$ cat config.mk
export PLATFORM = sky130hd
export DESIGN_NAME = instr_sequencer
export DESIGN_NICKNAME = d
export VERILOG_FILES = /design/src/rtl/instr_sequencer.sv
export SDC_FILE = /design/constraint.sdc
export NUM_CORES = 1
export LEC_CHECK = 0
export BUFFER_PORTS_ARGS = -buffer_cell sky130_fd_sc_hd__buf_2
export CAP_MARGIN = 30
export CORE_MARGIN = 2
export CORE_UTILIZATION = 40
export DETAILED_ROUTE_END_ITERATION = 16
export GPL_TIMING_DRIVEN = 0
export PLACE_DENSITY = 0.6
export SKIP_LAST_GASP = 1
export SYNTH_ARGS = -nofsm -noshare
export SYNTH_HDL_FRONTEND = slang
export SYNTH_SLANG_ARGS = --single-unit
$ cat constraint.sdc
create_clock -name clk -period 3.4 [get_ports clk]
set_input_delay 0.17 -clock clk [delete_from_list [all_inputs] [get_ports clk]]
set_output_delay 0.17 -clock clk [all_outputs]
set_load 0.03 [all_outputs]
$ cat src/rtl/instr_sequencer.sv
// -----------------------------------------------------------------------------
// instr_sequencer
//
// Multi-cycle FETCH / DECODE / EXEC / WB controller for the 8-bit datapath.
// Fetches one instruction at a time from instruction memory, drives the
// 2-entry x 8-bit register file and holds the PC and zero flag.
//
// Instruction word: [7:6] op, [5] rd, [4] rs, [3:0] imm4
//   00 ADD  rd = rd + rs          01 SUB  rd = rd - rs
//   10 LDI  rd = {4'h0, imm4}     11 JZ   if Z: PC = {2'b00, [5:0]}
//   8'hFF   HALT (terminal until rst)
//
// Ports:
//   clk, rst          clock; synchronous active-high reset
//   imem_req/addr     fetch request and address (address = PC)
//   imem_valid/data   instruction return; only looked at in FETCH
//   rf_read_reg1/2    register file read selects
//   rf_read_data1/2   register file combinational read data
//   rf_reg_write      register file write enable (WB state only)
//   rf_write_reg/data register file write select / data
//   zero_flag         Z from the last ADD/SUB/LDI
//   halted            high while in HALT
//   fetch_err         sticky fetch timeout flag
//
// Build option: define IMEM_TIMEOUT_EN to enable the fetch wait counter.
// After TIMEOUT_CYCLES consecutive FETCH cycles without imem_valid the
// sequencer sets fetch_err and halts. Without the macro FETCH waits forever
// and fetch_err is tied low.
// -----------------------------------------------------------------------------
module instr_sequencer #(
   parameter logic [7:0] PC_RESET       = 8'h00,
   parameter int         TIMEOUT_CYCLES = 15
) (
   input  logic       clk,
   input  logic       rst,
   output logic       imem_req,
   output logic [7:0] imem_addr,
   input  logic       imem_valid,
   input  logic [7:0] imem_data,
   output logic       rf_read_reg1,
   output logic       rf_read_reg2,
   output logic       rf_reg_write,
   output logic       rf_write_reg,
   output logic [7:0] rf_write_data,
   input  logic [7:0] rf_read_data1,
   input  logic [7:0] rf_read_data2,
   output logic       zero_flag,
   output logic       halted,
   output logic       fetch_err
);

   typedef enum logic [2:0] {
      S_FETCH  = 3'd0,
      S_DECODE = 3'd1,
      S_EXEC   = 3'd2,
      S_WB     = 3'd3,
      S_HALT   = 3'd4
   } state_t;

   if (TIMEOUT_CYCLES < 1) begin : g_bad_timeout
      $error("instr_sequencer: TIMEOUT_CYCLES must be at least 1");
   end

   state_t     r_state, w_state_nxt;
   logic [7:0] r_pc, w_pc_nxt;
   logic [7:0] r_ir, w_ir_nxt;
   logic [7:0] r_result, w_result_nxt;
   logic       r_zero, w_zero_nxt;

   logic       w_is_jz;
   logic       w_is_halt;
   logic [7:0] w_alu;

   // Result for ADD/SUB/LDI; carry and borrow are discarded (modulo 256).
   function automatic logic [7:0] f_alu(input logic [7:0] ir,
                                        input logic [7:0] a,
                                        input logic [7:0] b);
      logic [7:0] res;
      case (ir[7:6])
         2'b00:   res = a + b;
         2'b01:   res = a - b;
         default: res = {4'h0, ir[3:0]};
      endcase
      return res;
   endfunction

   assign w_is_halt = (r_ir[7:6] == 2'b11) && (r_ir[5:0] == 6'h3F);
   assign w_is_jz   = (r_ir[7:6] == 2'b11) && !w_is_halt;
   assign w_alu     = f_alu(r_ir, rf_read_data1, rf_read_data2);

`ifdef IMEM_TIMEOUT_EN
   localparam int CNT_W = ($clog2(TIMEOUT_CYCLES + 1) < 4) ? 4 : $clog2(TIMEOUT_CYCLES + 1);
   logic [CNT_W-1:0] r_wait_cnt, w_wait_cnt_nxt;
   logic             r_fetch_err, w_fetch_err_nxt;
`endif

   // Next-state, datapath next values and outputs
   always_comb begin
      w_state_nxt   = r_state;
      w_pc_nxt      = r_pc;
      w_ir_nxt      = r_ir;
      w_result_nxt  = r_result;
      w_zero_nxt    = r_zero;
      imem_req      = 1'b0;
      rf_read_reg1  = 1'b0;
      rf_read_reg2  = 1'b0;
      rf_reg_write  = 1'b0;
      rf_write_reg  = 1'b0;
      rf_write_data = 8'h00;
`ifdef IMEM_TIMEOUT_EN
      w_wait_cnt_nxt  = r_wait_cnt;
      w_fetch_err_nxt = r_fetch_err;
`endif

      case (r_state)
         S_FETCH: begin
            imem_req = 1'b1;
            if (imem_valid) begin
               w_ir_nxt    = imem_data;
               w_pc_nxt    = r_pc + 8'd1;
               w_state_nxt = S_DECODE;
            end
`ifdef IMEM_TIMEOUT_EN
            // The count of stalled cycles already taken includes this one
            // when it equals TIMEOUT_CYCLES-1.
            else if (r_wait_cnt == CNT_W'(TIMEOUT_CYCLES - 1)) begin
               w_fetch_err_nxt = 1'b1;
               w_state_nxt     = S_HALT;
            end else begin
               w_wait_cnt_nxt = r_wait_cnt + 1'b1;
            end
`endif
         end
         S_DECODE: begin
            rf_read_reg1 = r_ir[5];
            rf_read_reg2 = r_ir[4];
            if (w_is_halt) begin
               w_state_nxt = S_HALT;
            end else if (w_is_jz) begin
               if (r_zero) begin
                  w_pc_nxt = {2'b00, r_ir[5:0]};
               end
               w_state_nxt = S_FETCH;
            end else begin
               w_state_nxt = S_EXEC;
            end
         end
         S_EXEC: begin
            rf_read_reg1 = r_ir[5];
            rf_read_reg2 = r_ir[4];
            w_result_nxt = w_alu;
            w_zero_nxt   = (w_alu == 8'h00);
            w_state_nxt  = S_WB;
         end
         S_WB: begin
            rf_read_reg1  = r_ir[5];
            rf_reg_write  = 1'b1;
            rf_write_reg  = r_ir[5];
            rf_write_data = r_result;
            w_state_nxt   = S_FETCH;
         end
         S_HALT: begin
            w_state_nxt = S_HALT;
         end
         default: begin
            w_state_nxt = S_FETCH;
         end
      endcase

`ifdef IMEM_TIMEOUT_EN
      // Holding the counter at zero outside FETCH clears it on every entry.
      if (r_state != S_FETCH) begin
         w_wait_cnt_nxt = '0;
      end
`endif

      // While reset is held the outputs already show the post-reset view,
      // so no writeback can leak out of an interrupted instruction.
      if (rst) begin
         imem_req      = 1'b1;
         rf_read_reg1  = 1'b0;
         rf_read_reg2  = 1'b0;
         rf_reg_write  = 1'b0;
         rf_write_reg  = 1'b0;
         rf_write_data = 8'h00;
      end
   end

   always_ff @(posedge clk) begin
      if (rst) begin
         r_state  <= S_FETCH;
         r_pc     <= PC_RESET;
         r_ir     <= 8'h00;
         r_result <= 8'h00;
         r_zero   <= 1'b0;
`ifdef IMEM_TIMEOUT_EN
         r_wait_cnt  <= '0;
         r_fetch_err <= 1'b0;
`endif
      end else begin
         r_state  <= w_state_nxt;
         r_pc     <= w_pc_nxt;
         r_ir     <= w_ir_nxt;
         r_result <= w_result_nxt;
         r_zero   <= w_zero_nxt;
`ifdef IMEM_TIMEOUT_EN
         r_wait_cnt  <= w_wait_cnt_nxt;
         r_fetch_err <= w_fetch_err_nxt;
`endif
      end
   end

   assign imem_addr = rst ? PC_RESET : r_pc;
   assign zero_flag = r_zero;
   assign halted    = (r_state == S_HALT);

`ifdef IMEM_TIMEOUT_EN
   assign fetch_err = r_fetch_err;
`else
   assign fetch_err = 1'b0;
`endif

endmodule

# Yosys cells after proc, flatten, opt, wreduce, memory -nomap -nowiden
# Cells that the tools add are included.
[op_classes]
addsub = 3
n_mul = 0
div = 0
order_cmp = 0
eq_ne = 11
shifts = 0
mux = 23
bitwise_logic = 0
reduce_logical = 11
[op_table]
columns = ["operator", "n"]
rows = [
  ["two-way mux 8 bit", 7],
  ["one-hot mux 8 bit (2 select lines)", 2],
  ["one-hot mux 3 bit (4 select lines)", 1],
  ["two-way mux 1 bit", 10],
  ["adder 8 x 1 -> 8 bit (second input constant)", 1],
  ["adder 8 bit", 1],
  ["logical NOT 8 bit", 1],
  ["!= test 2 bit (second input constant)", 4],
  ["subtractor 8 bit", 1],
  ["equality test 3 x 2 -> 1 bit (second input constant)", 2],
  ["equality test 6 bit (second input constant)", 1],
  ["two-way mux 3 bit", 2],
  ["AND reduction 5 bit", 1],
  ["equality test 3 x 1 -> 1 bit (second input constant)", 1],
  ["equality test 3 bit (second input constant)", 1],
  ["logical NOT 3 bit", 1],
  ["OR reduction 3 bit", 1],
  ["equality test 2 x 1 -> 1 bit (second input constant)", 1],
  ["equality test 2 bit (second input constant)", 1],
  ["logical AND 1 bit", 2],
  ["logical NOT 2 bit", 1],
  ["two-way mux 2 bit", 1],
  ["AND reduction 2 bit", 1],
  ["nonzero test 2 bit", 1],
  ["2 further kinds", 2],
]
[totals]
ff_bits = 28
latchBits = 0
ram_bits = 0
mem_bits_ro = 0
inputBits = 27
out_inout_bits = 24
elab_cells = 53
mem_count = 0

# Longest topological paths before layout
# Gate-level depths: netlist of the first run.
[depth]
ltp_word = 7
ltp_mapped = 12
depth_no_buf = 11

# Worst setup path before layout of the first run
# Ideal clock, no wire load.
[synth_path]
kind = "reg2reg"
start = "register r_ir[7]"
end = "register r_zero, in the netlist zero_flag"
setup_time_ns = 0.087
t_arrival_ns = 2.666
required_ns = 3.313
path_slack_ns = 0.647
stages_incl_launch_ff = 12
path_buffers = 2
synth_period_minus_slack_ns = 2.753
path_cell_list = "dfxtp_1 -> buf_2 -> buf_4 -> nor2b_1 -> mux2_2 -> fa_1 -> nand2b_1 -> a21oi_2 -> nor4_1 -> a211o_1 -> or2_1 -> o31ai_1"
[synth_via]
elab_chain_cells = 3
elab_cells_between_ends = 4
classes_between = "eq/ne (1); mux (1); reduce/logical (2)"
[synth_lines]
columns = ["item", "line_no", "rtl"]
rows = [
  ["from (decl)", "66", "logic [7:0] r_ir, w_ir_nxt;"],
  ["from (signal assigned)", "203", "r_ir <= w_ir_nxt;"],
  ["equality test 2 x 1 -> 1 bit / logical NOT 2 bit (equally long branches)", "79", "case (ir[7:6])"],
  ["one-hot mux 8 bit (2 select lines) *", "79", ""],
  ["logical NOT 8 bit *", "152", "w_zero_nxt = (w_alu == 8'h00);"],
  ["to (signal assigned)", "205", "r_zero <= w_zero_nxt;"],
  ["to (decl)", "68", "logic r_zero, w_zero_nxt;"],
]
# Mark *: on every way between the ends. The rest lies on a longest branch, timed or not.
# A chain may end at the register's enable or synchronous reset.

# Worst setup path in the final report of the first run
# Ends and elaborated chain as after synthesis.

==> impl_metrics.csv, run 1 <==
group,metric,value,unit
logic_synthesis,syn_nets,307,
clock_network,holdBufCountCts,0,
logic_synthesis,syn_area,1992,um2
pwr,report.power.total,835.5,uW
cells_and_area,final_util,0.4968,
clock_network,clk_latency,0.27,ns
clock_network,htree_levels,1,
cells_and_area,area_growth,18.59,%
logic_synthesis,synth_ff_type,"dfxtp_1",
cells_and_area,drive_above_1_share,0.2205,
sta,max_slew.worst_pin.slew,0.6147,ns
logic_synthesis,synth-xor-area-share,0.04334,
clock_network,cts_resized,0,
sta,fin_tns_setup,0,ns
logic_synthesis,syn_area_per_cell,7.377,um2
die,die_h,74.57,um
sta,fmax,0.3243,GHz
logic_synthesis,synthSimpleGateAreaFrac,0.3511,
sta,layout_setup_ws,0.3168,ns
logic_synthesis,synth_compound_area_frac,0.1897,
sta,setup_viol,0,
die,rows,25,
clock_network,tritoncts.num_buffers,3,
routing,wl_per_cell,12.60,um
setup_path,crit_family,"simple AND/OR/NAND/NOR gates",
logic_synthesis,synth_fa_ha_area_frac,0.06658,
logic_synthesis,synth.mux.area_fraction,0.01570,
sta,period_share,0.9068,
cells_and_area,fill_cells,517,
setup_path,cp.arrival,3.27,ns
routing,vias_per_cell,5.123,
logic_synthesis,synth_top_family_by_area,"simple AND/OR/NAND/NOR gates",
setup_path,cp-start-kind,"flip-flop",
logic_synthesis,yosysSeqAreaShare,0.2814,
logic_synthesis,synth-async-reset-ratio,0,
place,place.gp.congestion,0.7970,
sta,period_minus_slack,3.083,ns
pwr,max-vdd-ir-drop,0.1641,mV
place,post_dp_cell_area,2321,um2
sta,hold_viol,0,
pwr,leakagePower,1.005,nW
setup_path,critical_path.slowest_cell,"fa_1",
global_routing,grt_pass1_wl,8259,um
clock_network,cts.sinks,28,
routing,drt-initial-drc-count,100,
routing,drc,0,
logic_synthesis,syn_inst,270,
cells_and_area,final_area,2362,um2
place,hpwl,3844,um
global_routing,gr-total-overflow,0,
clock_network,cts_root_buf,"clkbuf_8",
setup_path,crit_buf_inv,2,
logic_synthesis,synthDistinctLibCells,51,
die,core-area,4755,um2
global_routing,grt_use_total,0.1884,
run,timing.max_cap.violations,0,
logic_synthesis,synth-warning-count,0,
die,ioPinCount,51,
place,placed_cells,386,
routing,drtPass1Iterations,4,
logic_synthesis,synth_edf_count,0,
clock_network,post_cts.repair.setup_buffers,0,
routing,final_antenna_net_count,0,
setup_path,path_max_fanout,10,
routing,routed_wl,4903,um
setup_path,criticalPathCategory,"reg2reg",
place,io_buffers,49,
clock_network,clk_pin_slew_worst_paths,0.09,ns
die,dieArea,5560,um2
sta,skew,0.002602,ns
cells_and_area,antenna_cells,0,
setup_path,path_cells,"buf_2, buf_4, nor2b_1, mux2_2, fa_1, nand2b_1, a21oi_2, nor4_1, a211o_1, or2_1, o31ai_1",
setup_path,max_stage_delay,0.43,ns
global_routing,antenna_found_initial,0,
logic_synthesis,synth-seq-cells,28,
routing,via_count,1993,
sta,slew_headroom,0.5870,
clock_network,cts_buffer_depth,2,
global_routing,grt_pass1_vias,1749,
sta,whs,0.1342,ns
sta,finalMaxSlewViolations,0,
setup_path,worstPathRequired,3.59,ns
cells_and_area,fin_cells,389,
pwr,p_per_area,353.7,nW/um2
setup_path,end_kind,"flip-flop",
global_routing,grt_max_degree,15,
cells_and_area,fin_nets,361,
sta,rsz0062_at_grt,"false",
die,start_util,0.4189,
clock_network,cts_tree,"built",
place,post-place-ws,0.3489,ns
status,status,"complete, no violations",
min_path,hold_class,"in2reg",
die,die_w,74.57,um
## cell families (layout without fill, tap and decap cells)
| family | Yosys count | after routing |
|---|---|---|
| simple gates | 139 | 139 |
| compound gates | 60 | 60 |
| flops | 28 | 28 |
| buf+inv | 20 | 72 |
| fa+ha+maj | 10 | 10 |
| xor+xnor | 9 | 9 |
| mux | 3 | 3 |
| other cells | 1 | 1 |
## synthesized netlist by cell type, drive strengths merged, types with 3 or more instances
master  number  area, um2
nor4b        3      26.28
nor4         4      31.28
xnor2        7      68.82
clkbuf       5      18.77
and2        13      81.33
nand2b       7      43.79
a22oi        4      30.03
nor2        33      123.9
buf         10      62.56
dfxtp       28      560.5
a21oi       24      127.6
a311oi       4      35.03
and3         3      18.77
nor3         7      40.04
nor2b       10      62.56
nand2       44      165.2
nor3b        3      22.52
ha           9      112.6
o21ai       14      70.07
inv          5      18.77
## flip-flops by register name, summed over array words and instances (netlist names)
name and cells:
r_ir 8, r_pc 8, r_result 8, r_state 3
zero_flag 1
## final cells by class
type / instances / area [um2] / share of cell area
well taps: 67 / 83.83 / 0.03549
clock buffers: 3 / 41.29 / 0.01748
repair buffers: 49 / 245.2 / 0.1038
flip-flops and latches: 28 / 560.5 / 0.2373
multi-input cells: 222 / 1331 / 0.5636
inverters: 5 / 18.77 / 0.007945
plain buffers: 15 / 81.33 / 0.03443
## worst min-delay path: cells and delay by family
family | cells | cell delay, ns
AND/OR/NAND/NOR | 1 | 0.05
buffers and inverters | 1 | 0.09
AO/OA/AOI/OAI | 1 | 0.05
## cells in the final DEF, fill, tap and decap left out, types with 2 or more instances in the layout
| cell | count |
|---|---|
| dfxtp_1 | 28 |
| xnor2_1 | 6 |
| o21ai_0 | 14 |
| and2_1 | 12 |
| o31ai_1 | 2 |
| a311oi_1 | 4 |
| clkbuf_1 | 5 |
| or3_1 | 2 |
| and3_1 | 3 |
| mux2i_1 | 2 |
| a211oi_1 | 2 |
| buf_2 | 54 |
| a21oi_1 | 22 |
| nand3_1 | 2 |
| nor4_1 | 3 |
| nor4b_1 | 3 |
| nor3_1 | 6 |
| o311ai_0 | 2 |
| nor3b_1 | 3 |
| inv_1 | 5 |
| xor2_1 | 2 |
| buf_4 | 5 |
| nor2_1 | 33 |
| a21oi_2 | 2 |
| nand4_1 | 2 |
| clkbuf_8 | 3 |
| nand2_1 | 44 |
| nor2b_1 | 10 |
| nand2b_1 | 7 |
| a22oi_1 | 4 |
| ha_1 | 9 |
## per-layer routing
layer  share of wire  vias to the layer above  wire length (um)  global-route usage
met5               0                        -                 0                   0
met4          0.0065                        0                32             0.02976
met3           0.038                        2               188             0.02846
met2            0.43                       48              2102              0.2793
met1            0.53                      901              2579              0.2919
li1                -                     1042                 -                   -
## worst paths after layout
kind / slack [ns] / endpoint / start / depth (start not counted)
min reg2reg: 0.45 / r_result[1] / r_result[1] / 2
max: 0.32 / zero_flag / r_ir[7] / 11
min: 0.13 / r_ir[4] / imem_data[4] / 3
max reg2reg: 0.32 / zero_flag / r_ir[7] / 11
## power breakdown
| part | total [mW] | internal (mW) | leakage [nW] | switching [mW] |
|---|---|---|---|---|
| Sequential | 0.362 | 0.347 | 0.228 | 0.0150 |
| Combinational | 0.298 | 0.123 | 0.755 | 0.175 |
| Clock | 0.175 | 0.0794 | 0.0216 | 0.0960 |
(Power assumes the default switching activity.)
==> inputs of run 2 (changes only) <==
--- a/config.mk
+++ b/config.mk
@@ -5,6 +5,7 @@
 export SDC_FILE = /design/constraint.sdc
 export NUM_CORES = 1
 export LEC_CHECK = 0
+export ABC_AREA = 1
 export BUFFER_PORTS_ARGS = -buffer_cell sky130_fd_sc_hd__buf_2
 export CAP_MARGIN = 30
 export CORE_MARGIN = 2
==> run 2 against run 1 <==
Sequential power up 5%. Clock skew increased by 0.0082 ns. Hold slack improved by 0.010 ns. Wire length shrank 2.8%. Fmax is 28% higher. Combinational power is 11% higher. Largest cell class unchanged. Setup slack better by 0.68 ns. Critical path type unchanged. Global-route usage fell by 0.74 points. Flip-flop and latch count unchanged. Die area rose by 1.3%. Core utilization is 0.88 points higher. Final area rose by 2.4%.
==> impl_metrics.csv, run 2 <==
group,metric,value,unit
status,status,"complete, no violations",
logic_synthesis,synth-async-reset-ratio,0,
routing,vias_per_cell,4.613,
cells_and_area,reg_top3,"r_ir (8), r_pc (8), r_result (8)",
logic_synthesis,syn_inst,324,
cells_and_area,seq_area,560.5,um2
pwr,leakagePower,1.269,nW
sta,rsz0062_at_grt,"false",
setup_path,cp.arrival,2.57,ns
clock_network,clk_latency,0.29,ns
logic_synthesis,synthTopCellsByArea,"dfxtp_1 28%, nand2_1 12%, inv_1 11%",
routing,wl_per_cell,10.73,um
setup_path,cp-start-kind,"flip-flop",
routing,drt-initial-drc-count,93,
die,core-area,4786,um2
logic_synthesis,synth_ff_type,"dfxtp_1",
global_routing,grt_max_degree,17,
logic_synthesis,synth_top_area_frac,0.2776,
logic_synthesis,syn_area,2019,um2
routing,wl_met3,282,um
routing,routed_wl,4766,um
clock_network,htree_levels,1,
routing,final_antenna_net_count,0,
routing,routedLengthMet1,2626,um
sta,max_slew.worst_pin.slew,0.5261,ns
setup_path,max_stage_delay,0.42,ns
logic_synthesis,synth-warning-count,0,
die,die_w,75.06,um
cells_and_area,multi_input_area,1157,um2
routing,top_layer,"met4",
routing,drc,0,
sta,setup_viol,0,
clock_network,cts_buffer_depth,2,
logic_synthesis,synth-seq-cells,28,
sta,skew,0.01084,ns
global_routing,gr-total-overflow,0,
die,rows,25,
sta,finalMaxSlewViolations,0,
setup_path,critical_path.slowest_cell,"dfxtp_1",
cells_and_area,antenna_cells,0,
setup_path,path_max_fanout,10,
global_routing,grt_pass1_wl,7948,um
cells_and_area,drive_above_1_share,0.1989,
pwr,max-vdd-ir-drop,0.1668,mV
clock_network,holdBufCountCts,0,
routing,via_count,2048,
place,io_buffers,49,
logic_synthesis,syn_area_per_cell,6.233,um2
clock_network,cts_resized,0,
sta,fmax,0.4160,GHz
routing,drtPass1Iterations,4,
setup_path,worstPathRequired,3.56,ns
logic_synthesis,synth_common_cells,"64 x nand2_1, 60 x inv_1, 34 x nor2_1",
cells_and_area,layout_common_cells,"64 x nand2_1, 60 x inv_1, 52 x buf_2",
die,dieArea,5633,um2
clock_network,tritoncts.num_buffers,3,
sta,hold_viol,0,
global_routing,grt_pass1_vias,1803,
logic_synthesis,synthDistinctLibCells,33,
setup_path,crit_path_frequent_cell,"nand2_1",
run,timing.max_cap.violations,0,
setup_path,end_kind,"flip-flop",
die,die_h,75.06,um
clock_network,cts_root_buf,"clkbuf_8",
clock_network,cts.sinks,28,
logic_synthesis,syn_nets,361,
clock_network,clk_pin_slew_worst_paths,0.11,ns
sta,period_share,0.7071,
place,hpwl,3866,um
sta,period_minus_slack,2.404,ns
global_routing,antenna_found_initial,0,
die,ioPinCount,51,
logic_synthesis,yosysSeqAreaShare,0.2776,
clock_network,cts_tree,"built",
logic_synthesis,synth_top_area_cell,"dfxtp_1",
die,start_util,0.4220,
pwr,report.power.total,986.0,uW
sta,fin_tns_setup,0,ns
setup_path,path_cells,"inv_2, buf_6, nand2_2, nand2_1, xor2_1, ha_1, a21oi_1, nand2_1, nand2_1, nand2_1, nand3_1, nand2_1, nor2_2, nor2_1, nor2_1, nor2_1",
logic_synthesis,synth_edf_count,0,
setup_path,criticalPathCategory,"reg2reg",
min_path,hold_class,"in2reg",
cells_and_area,area_growth,19.83,%
cells_and_area,fin_nets,415,
clock_network,post_cts.repair.setup_buffers,0,
pwr,p_per_area,407.5,nW/um2
sta,slew_headroom,0.6493,
cells_and_area,final_common_cell,"nand2_1",
logic_synthesis,yosys.cell_count.top_type,"nand2_1",
global_routing,grt_use_total,0.1810,
routing,wl_met2,1823,um
cells_and_area,fill_cells,535,
place,place.gp.congestion,0.8774,
[run 2: cell types whose count changed in the layout (fill, tap and decap cells not counted), moves of 10 or more]
cell     delta
and2_1     -12
inv_1      +55
nand2_1    +20
nand3_1    +19
nor2b_1    -10
o21ai_0    +12
[run 2: cell families after synthesis]
group                    after synthesis  share of synthesized area
XOR/XNOR                               8                    0.03470
other                                  1                   0.001857
flip-flops                            28                     0.2776
buffers and inverters                 75                     0.1493
adder cells (fa/ha/maj)               10                    0.06568
AO/OA/AOI/OAI                         62                     0.1691
AND/OR/NAND/NOR                      140                     0.3017
[run 2: where the power goes]
group	switching [mW]	total, mW	internal (mW)
logic	0.213	0.332	0.119
registers	0.0235	0.381	0.358
clock network	0.115	0.273	0.158
[run 2: area by class of cell]
class | count | area share
buffer | 9 | 0.02172
timing repair buffer | 49 | 0.1013
multi-input combinational | 221 | 0.4783
sequential | 28 | 0.2316
clock inverter | 1 | 0.01241
clock buffer | 3 | 0.01706
inverter | 66 | 0.1029
tap | 67 | 0.03464
[run 2: worst max-delay path, delay by kind of cell, from the launching register on]
kind                     cells  cell delay, ns
buffers and inverters        2            0.20
XOR/XNOR                     1            0.14
adder cells (fa/ha/maj)      1            0.36
flip-flops                   1            0.42
AND/OR/NAND/NOR             11            0.94
AO/OA/AOI/OAI                1            0.21
[run 2: path summary, 6_finish.rpt]
check / start / endpoint / slack (ns) / depth (start not counted)
setup / recovery: r_ir[7] / zero_flag / 1.0 / 16
hold reg to reg: r_pc[1] / r_pc[1] / 0.50 / 2
setup reg to reg: r_ir[7] / zero_flag / 1.0 / 16
hold / removal: imem_data[2] / r_ir[2] / 0.14 / 3
[run 2: through the flow]
step	cell area, um2	util	worst slack, ns	cells	hold slack, ns
finish	2420	0.5056	0.9960	444	0.1446
global route	2420	0.5056	0.7646	444	0.1548
CTS	2420	0.5056	0.9908	444	0.1366
floorplan	2019	-	1.309	324	0.3262
detailed placement	2349	0.4907	1.022	440	0.4512
global placement	2349	0.4907	1.016	440	0.4548
[run 2: per-layer routing]
metal	GRT usage	vias to the layer above
met5	0	-
met4	0.04365	0
met3	0.02544	3
met2	0.2554	56
met1	0.2858	856
li1	-	1133
